[config.mk]
export PLATFORM = sky130hd
export DESIGN_NAME = uart_tx_buffer
export DESIGN_NICKNAME = d
export VERILOG_FILES = /design/src/rtl/uart_tx_buffer_pkg.sv /design/src/rtl/uart_tx_buffer_sync_fifo.sv /design/src/rtl/uart_tx_buffer.sv
export SDC_FILE = /design/constraint.sdc
export NUM_CORES = 1
export LEC_CHECK = 0
export CAP_MARGIN = 20
export CORE_MARGIN = 10
export CORE_UTILIZATION = 40
export DETAILED_ROUTE_END_ITERATION = 8
export PLACE_DENSITY_LB_ADDON = 0.3
export SETUP_SLACK_MARGIN = 0.4
export SYNTH_ARGS = -nofsm -noshare
export SYNTH_HDL_FRONTEND = slang
export SYNTH_SLANG_ARGS = --single-unit
export TNS_END_PERCENT = 50
[constraint.sdc]
create_clock -name clk -period 2.8 [get_ports clk]
set_clock_uncertainty 0.05 [all_clocks]
set_input_delay 0.56 -clock clk [delete_from_list [all_inputs] [get_ports clk]]
set_output_delay 0.56 -clock clk [all_outputs]
set_load 0.005 [all_outputs]
[src/rtl/uart_tx_buffer_pkg.sv]
// Shared definitions for the buffered 8N1 UART transmitter:
// FSM state encoding and frame constants.
package uart_tx_buffer_pkg;

    typedef enum logic [1:0] {
        ST_IDLE  = 2'd0,
        ST_START = 2'd1,
        ST_DATA  = 2'd2,
        ST_STOP  = 2'd3
    } tx_state_e;

    localparam int DATA_BITS  = 8;
    localparam int FRAME_BITS = 10;
    localparam int BIT_IDX_W  = $clog2(DATA_BITS);

    // Line level driven while the FSM sits in a given state.
    function automatic logic line_level(input tx_state_e st, input logic data_lsb);
        logic lvl;
        lvl = 1'b1;
        case (st)
            ST_START: lvl = 1'b0;
            ST_DATA:  lvl = data_lsb;
            default:  lvl = 1'b1;
        endcase
        return lvl;
    endfunction

endpackage

[src/rtl/uart_tx_buffer_sync_fifo.sv]
// Synchronous FIFO with occupancy count; pushes into a full FIFO and pops
// from an empty FIFO are ignored, so the count can neither wrap nor underflow.
module sync_fifo #(
    parameter int DEPTH = 16,
    parameter int WIDTH = 8
) (
    input  logic                     clk,
    input  logic                     rst,
    input  logic                     push,
    input  logic                     pop,
    input  logic [WIDTH-1:0]         din,
    output logic [WIDTH-1:0]         dout,
    output logic                     full,
    output logic                     empty,
    output logic [$clog2(DEPTH):0]   count
);

    localparam int PTR_W = $clog2(DEPTH);
    localparam logic [PTR_W:0] FULL_CNT = (PTR_W + 1)'(DEPTH);

    logic [WIDTH-1:0] mem_q [DEPTH];
    logic [PTR_W-1:0] wr_ptr_q, wr_ptr_d;
    logic [PTR_W-1:0] rd_ptr_q, rd_ptr_d;
    logic [PTR_W:0]   count_q, count_d;
    logic             do_push;
    logic             do_pop;

    // Full/empty come from the registered count, so a pop in the same
    // cycle never makes room for a push into a full FIFO.
    always_comb begin
        full     = (count_q == FULL_CNT);
        empty    = (count_q == '0);
        do_push  = rst && push && !full;
        do_pop   = rst && pop && !empty;
        wr_ptr_d = wr_ptr_q;
        rd_ptr_d = rd_ptr_q;
        count_d  = count_q;
        if (do_push) begin
            wr_ptr_d = wr_ptr_q + 1'b1;
        end
        if (do_pop) begin
            rd_ptr_d = rd_ptr_q + 1'b1;
        end
        if (do_push && !do_pop) begin
            count_d = count_q + 1'b1;
        end else if (do_pop && !do_push) begin
            count_d = count_q - 1'b1;
        end
    end

    always_ff @(posedge clk) begin
        if (!rst) begin
            wr_ptr_q <= '0;
            rd_ptr_q <= '0;
            count_q  <= '0;
        end else begin
            wr_ptr_q <= wr_ptr_d;
            rd_ptr_q <= rd_ptr_d;
            count_q  <= count_d;
        end
    end

    // Storage needs no reset; only the pointers and count define validity.
    always_ff @(posedge clk) begin
        if (do_push) begin
            mem_q[wr_ptr_q] <= din;
        end
    end

    assign dout  = mem_q[rd_ptr_q];
    assign count = count_q;

endmodule

[src/rtl/uart_tx_buffer.sv]
// Buffers characters from the core's simulated UART port and serialises them
// as 8N1 on tx; the core is never stalled, overflowing characters are dropped.
import uart_tx_buffer_pkg::*;

module uart_tx_buffer #(
    parameter int DEPTH   = 16,
    parameter int CLK_DIV = 868
) (
    input  logic                     clk,
    input  logic                     rst,
    input  logic [7:0]               char_in,
    input  logic                     char_valid,
    output logic                     tx,
    output logic                     busy,
    output logic                     fifo_full,
    output logic [$clog2(DEPTH):0]   fifo_count,
    output logic                     overflow
);

    localparam int BAUD_W = $clog2(CLK_DIV);
    localparam logic [BAUD_W-1:0]    BAUD_LAST = BAUD_W'(CLK_DIV - 1);
    localparam logic [BIT_IDX_W-1:0] LAST_BIT  = BIT_IDX_W'(DATA_BITS - 1);

    tx_state_e             state_q, state_d;
    logic [BAUD_W-1:0]     cnt_q, cnt_d;
    logic [BIT_IDX_W-1:0]  bit_idx_q, bit_idx_d;
    logic [7:0]            shift_q, shift_d;
    logic                  tx_q, tx_d;
    logic                  overflow_q, overflow_d;

    logic                  fifo_pop;
    logic                  fifo_empty;
    logic [7:0]            fifo_dout;
    logic                  baud_end;

    sync_fifo #(
        .DEPTH (DEPTH),
        .WIDTH (8)
    ) u_fifo (
        .clk   (clk),
        .rst   (rst),
        .push  (char_valid),
        .pop   (fifo_pop),
        .din   (char_in),
        .dout  (fifo_dout),
        .full  (fifo_full),
        .empty (fifo_empty),
        .count (fifo_count)
    );

    always_comb begin
        state_d    = state_q;
        cnt_d      = cnt_q + 1'b1;
        bit_idx_d  = bit_idx_q;
        shift_d    = shift_q;
        fifo_pop   = 1'b0;
        baud_end   = (cnt_q == BAUD_LAST);
        overflow_d = overflow_q || (char_valid && fifo_full);
        // tx follows the state held during the cycle, one edge late, so the
        // line only ever changes on a clock edge.
        tx_d       = line_level(state_q, shift_q[0]);

        case (state_q)
            ST_IDLE: begin
                cnt_d = '0;
                if (!fifo_empty) begin
                    fifo_pop = 1'b1;
                    shift_d  = fifo_dout;
                    state_d  = ST_START;
                end
            end
            ST_START: begin
                if (baud_end) begin
                    cnt_d     = '0;
                    bit_idx_d = '0;
                    state_d   = ST_DATA;
                end
            end
            ST_DATA: begin
                if (baud_end) begin
                    cnt_d   = '0;
                    shift_d = {1'b0, shift_q[7:1]};
                    if (bit_idx_q == LAST_BIT) begin
                        state_d = ST_STOP;
                    end else begin
                        bit_idx_d = bit_idx_q + 1'b1;
                    end
                end
            end
            ST_STOP: begin
                if (baud_end) begin
                    cnt_d = '0;
                    // Chain straight into the next start bit when data waits.
                    if (!fifo_empty) begin
                        fifo_pop = 1'b1;
                        shift_d  = fifo_dout;
                        state_d  = ST_START;
                    end else begin
                        state_d = ST_IDLE;
                    end
                end
            end
            default: begin
                cnt_d   = '0;
                state_d = ST_IDLE;
            end
        endcase
    end

    always_ff @(posedge clk) begin
        if (!rst) begin
            state_q    <= ST_IDLE;
            cnt_q      <= '0;
            bit_idx_q  <= '0;
            shift_q    <= '0;
            tx_q       <= 1'b1;
            overflow_q <= 1'b0;
        end else begin
            state_q    <= state_d;
            cnt_q      <= cnt_d;
            bit_idx_q  <= bit_idx_d;
            shift_q    <= shift_d;
            tx_q       <= tx_d;
            overflow_q <= overflow_d;
        end
    end

    assign tx       = tx_q;
    assign overflow = overflow_q;
    assign busy     = (state_q != ST_IDLE) || !fifo_empty;

endmodule
Word level (Yosys, flattened, before mapping):

Memories as Yosys holds them, arrays and structs flattened. A register that Yosys moved wholly into a read port is not among the register bits.
Cells that the tools add are included.

* register bits after elaboration: 38
* RAM bits: 128
* input port bits: 11
* output and inout port bits: 9
* word-level logic and storage cells: 78
* memories: 1

Memory list
* u_fifo.mem_q: depth 16, width 8, read ports 1, clocked after Yosys merged registers in 1, write ports 1, RTL line uart_tx_buffer_sync_fifo.sv:21 `logic [WIDTH-1:0] mem_q [DEPTH];`

* add/subtract/negate cells: 6
* equal/unequal tests: 12
* muxes and demuxes: 27
* reductions and logical operators: 23

Operators by type and width (count)
* $mux W8: 3
* $pmux W8 S3: 1
* $pmux W10 S2: 1
* $ne A2 B2 Y1 const B: 6
* $add A10 B1 Y10 const B: 1
* $eq A10 B10 Y1 const B: 1
* $mux W10: 1
* $mux W2: 5
* $mux W5: 2
* $mux W3: 3
* $add A4 B1 Y4 const B: 2
* $mux W4: 2
* $pmux W2 S4: 1
* $logic_and A1 B1 Y1: 7
* $pmux W3 S2: 1
* $reduce_bool A2 Y1: 3
* $add A5 B1 Y5 const B: 1
* $eq A5 B5 Y1 const B: 1
* $logic_not A5 Y1: 1
* $mux W1: 5
* $reduce_and A5 Y1: 1
* $sub A5 B1 Y5 const B: 1
* $eq A2 B2 Y1 const B: 2
* $logic_not A1 Y1: 4
* other kinds (10): 12

Depth between registers and ports, before layout:

* depth in word-level cells: 9
* gate-level depth with buffers: 14
* mapped depth without buffers: 14

Modules after synthesis:

A second synthesis with hierarchy kept.

* cell total of the unflattened synthesis: 448
* area, all modules: 7029.2 um^2

By module, submodules not included
* sync_fifo: times used 1, cells an instance 312, area each 5774.3 um^2
* uart_tx_buffer: times used 1, cells an instance 136, area each 1255.0 um^2

Worst setup path after synthesis:

OpenSTA, ideal clock, no wires.

* path kind: register to register
* start: reg cnt_q[0]
* end: reg u_fifo.count_q[4] (netlist: u_fifo.count[4])
* setup time: 0.115 ns
* arrival: 2.919 ns
* required time: 2.635 ns
* slack: -0.284 ns
* stages on the path, launching flop included: 15
* buffers on the path: 0
* clock period less this slack: 3.084 ns
* cells stage by stage: dfxtp_1 -> ha_1 -> nor2b_1 -> a41oi_1 -> nor4b_2 -> inv_1 -> ha_1 -> inv_1 -> ha_1 -> nor2b_1 -> o21a_1 -> or3_1 -> a21oi_1 -> xor2_1 -> and2_1

* cells in the longest elaborated chain, start to end: 8

RTL lines
* start: declaration: RTL line uart_tx_buffer.sv:25 `logic [BAUD_W-1:0] cnt_q, cnt_d;`
* start signal: assignment: RTL line uart_tx_buffer.sv:120 `cnt_q <= cnt_d;`
* $eq A10 B10 Y1 (*): RTL line uart_tx_buffer.sv:57 `baud_end = (cnt_q == BAUD_LAST);`
* $mux W1 (*): RTL line uart_tx_buffer.sv:91 `if (baud_end) begin`
* $pmux W1 S2 (*): RTL line uart_tx_buffer.sv:63 `case (state_q)`
* $logic_and A1 B1 Y1 (*) (2 in a row): RTL line uart_tx_buffer_sync_fifo.sv:34 `do_pop = rst && pop && !empty;`
* $logic_not A1 Y1: RTL line uart_tx_buffer_sync_fifo.sv:44 `if (do_push && !do_pop) begin`
* $logic_and A1 B1 Y1: RTL line uart_tx_buffer_sync_fifo.sv:44
* $mux W5 or $reduce_bool A2 Y1 (tied branches)
* end signal: assignment: RTL line uart_tx_buffer_sync_fifo.sv:59 `count_q <= count_d;`
* end: declaration: RTL line uart_tx_buffer_sync_fifo.sv:24 `logic [PTR_W:0] count_q, count_d;`

Mark *: on every way between the ends. The rest lies on a longest branch, timed or not.
A chain may end at the register's enable or synchronous reset.

==> summary.txt <==
Clocking
  • Clk sinks: 170
  • Clock transition at path regs: ~0.070 ns
  • H-Tree Depth: 4
  • CTS Hold Bufs: 0
  • Clock Tree Root: clkbuf_16
  • Inserted Clock Buffers: 17
  • CTS tree: done
  • Bufs on Longest Clock Path: 2
  • Worst-Skew Late Latency: about 0.42 ns

Run
  • Maxcap violations: 0

Die
  • Cell Rows: 48
  • Die Y: around 150 um
  • Die footprint: 23370 um2
  • Die Width: 152.9 um
  • I/O pins: 20
  • Initial Utilization: between 40% and 50%
  • Core area: ~17000 um2

Timing
  • Fin. Hold Viols: 0
  • Max Fclk: 360.8 MHz
  • Period utilization: a little over nine tenths
  • Setup Viol. Count Final: 0
  • Clock period minus worst slack: 2.772 ns
  • Max transition margin: 51.13%
  • RSZ-0062 raised after global routing: true
  • Final Max Tran Viols: 0
  • Worst slew pin tran: 0.7320 ns

Global routing
  • First-pass GRT wire length: 21900 um
  • Grt met1 use: 14.67%
  • GRT busiest layer: met2
  • Initial antenna violation count: 0
  • GRT met2 Usage: 19.40%
  • GR Util met3: between 3 and 4%
  • Vias in the first global route: 4100
  • Largest net degree at the start of global routing: 35
  • Tot GR Track Use: 11.81%
  • Total gr overflow: 0

Power
  • Flop pwr share: 40.0%
  • Leakage Power: 2.940 nW
  • P_int: 5.369 mW
  • Clock power share: 30.1%
  • Psw: 2.218 mW
  • Maximum VDD drop: 0.7739 mV
  • Cell Pwr Density: 884.6 nW/um2
  • Switch share: 29.24%
  • Combinational power share: 29.9%

Yosys
  • Mean Syn Cell Area: about 16 um2
  • Synth top area share: between 50% and 60%
  • Syn Nets: 474
  • FF+latch count, synth: 170
  • Dominant cells by area after synthesis: edfxtp_1, dfxtp_1, mux4_2
  • Yosys warnings: 0
  • Count leader, synth: edfxtp_1
  • Synth top cells by count: edfxtp_1, dfxtp_1, nand2_1
  • Mapped cell area: 7061 um2
  • Sequential share of the synthesized area: 66.35%
  • Cells after synthesis: roughly 440
  • Synth unique cells: 49
  • Post-synth EDFFs: 128
  • Synth Flop Type: edfxtp_1
  • Async S/R FF share, synth: 0%
  • Leading area contributor after synthesis: edfxtp_1

Worst hold path
  • HP Class: register to register
  • Hold Path End: shift_q[7]
  • Hold Startpoint: shift_q[7]
  • Hold path depth: 2

Layout
  • # fillers: 1446
  • Final Cell Area: 8577 um2
  • Non-filler instance count after layout: 761
  • Layout cells sized above 1: a little over a quarter
  • Fin nets: between 500 and 600
  • Ant diodes: 0
  • Synth-to-layout area growth: 21.48%

Route
  • Initial DRC count: approximately 260
  • Vias per cell: a little over 5
  • Antenna-violating nets left: 0
  • WL final: 13470 um
  • DRC viols: 0
  • Routed len/inst: 17.70 um
  • Initial DRT Pass Iterations: 6
  • Routed vias: 3898

Worst setup path
  • Crit path kind: register to register
  • Critical Path Start Type: register
  • Critical path data arrival time: around 3 ns
  • Reg-to-Reg Start: cnt_q[1]
  • WP data required: around 3.1 ns
  • Worst r2r path cells: 18
  • Reg2reg setup slack: 0.03 ns
  • Critical-path maximum fanout: 3
  • CP endpoint kind: register

Placement
  • Placed Instance Area: 7826 um2
  • Routability cong.: 0.7845
  • PortBufs: 19
  • Detailed placement HPWL: 9172 um
  • Placed cell count: 718

Outcome
  • Outcome: complete, no violations
## state kept, by name, summed over array words and instances, names as in the netlist, named ones only
| signal | cells |
|---|---|
| u_fifo.rd_ptr_q | 4 |
| cnt_q | 10 |
| u_fifo.wr_ptr_q | 4 |
| tx | 1 |
| u_fifo.mem_q | 128 |
| shift_q | 8 |
| u_fifo.count | 5 |
| bit_idx_q | 3 |
| overflow | 1 |
| state_q | 2 |
## final cells by class
cell class | instances | area (um2) | share of cell area [%]
clock buffer | 18 | 429.2 | 5.004
inverter | 11 | 45.04 | 0.5252
multi-input combinational | 240 | 2287 | 26.67
timing repair buffer | 83 | 685.7 | 7.994
sequential | 170 | 4695 | 54.73
tap | 225 | 281.5 | 3.282
clock inverter | 14 | 153.9 | 1.794
## cell usage in the layout (no fill, tap or decap), types with 13 or more instances in the layout
| master | n |
|---|---|
| edfxtp_1 | 128 |
| clkdlybuf4s50_1 | 18 |
| clkbuf_16 | 17 |
| dfxtp_1 | 36 |
| mux4_1 | 14 |
| mux4_2 | 22 |
| buf_4 | 62 |
| o21ai_0 | 13 |
| nor2_1 | 28 |
| nand2_1 | 36 |
## worst max-delay path by stage
stage	end	slack (ns)	cells after the start	from
final	register	0.03	18	cnt_q[1]
after CTS	u_fifo.count[4]	0.04	14	cnt_q[1]
after floorplan	u_fifo.count[4]	-0.02	14	cnt_q[1]
after detailed placement	u_fifo.count[4]	-0.22	12	rst
after global placement	u_fifo.count[4]	-0.16	12	rst
after global routing	u_fifo.count[4]	-0.09	14	cnt_q[1]
## worst max-delay path: stages (launching register included)
cell and delay [ns]:
dfxtp_4 0.36, ha_4 0.13, nor2b_4 0.15, a41oi_4 0.12, nor4b_4 0.26, inv_1 0.09
buf_4 0.14, buf_4 0.12, buf_4 0.12, buf_4 0.12, buf_4 0.12, buf_4 0.12
buf_4 0.11, buf_4 0.12, buf_4 0.12, buf_4 0.12, buf_4 0.13, nand3_1 0.09
o21ai_1 0.07
## metal layers
| metal | wire (um) | up-vias |
|---|---|---|
| li1 | - | 1859 |
| met3 | 504 | 13 |
| met1 | 6099 | 1968 |
| met5 | 0 | - |
| met2 | 6739 | 58 |
| met4 | 123 | 0 |
## stage by stage
step | power (mW) | setup slack, ns | hold slack [ns] | util [%] | TNS, ns
global route | 8.001 | -0.09286 | 0.4442 | 49.59 | -0.2056
detailed placement | 5.141 | -0.2234 | 0.3998 | 45.25 | -0.2234
CTS | 7.616 | 0.04393 | 0.4097 | 49.43 | 0
global placement | 5.072 | -0.1564 | 0.3868 | 45.25 | -0.1564
finish | 7.587 | 0.02843 | 0.4108 | 49.59 | 0
floorplan | 4.534 | -0.02279 | 0.3786 | - | -0.02279
## power groups by stage
stage	sequential (mW)	clock [mW]	combinational [mW]
floorplan	3.02	0	1.51
global placement	3.06	0	2.01
detailed placement	3.07	0	2.07
CTS	3.03	2.34	2.25
global route	3.06	2.46	2.48
finish	3.03	2.28	2.27
## what timing repair did
item                                    CTS  global route
pin swaps                                 4             5
setup buffers                            10             1
endpoints found under the setup margin    6            11
resized for setup                        14             9
## cell families (layout without fill, tap and decap cells)
group                    Yosys count  in the layout  synth area share, %
buffers and inverters             34            126                2.959
adder cells (fa/ha/maj)           19             19                3.473
AND/OR/NAND/NOR                  117            117                8.046
XOR/XNOR                          16             16                1.985
flip-flops                       170            170                66.35
multiplexers                      41             41                12.95
AO/OA/AOI/OAI                     47             47                4.235
Note: power is estimated with default switching activity, not from simulation.
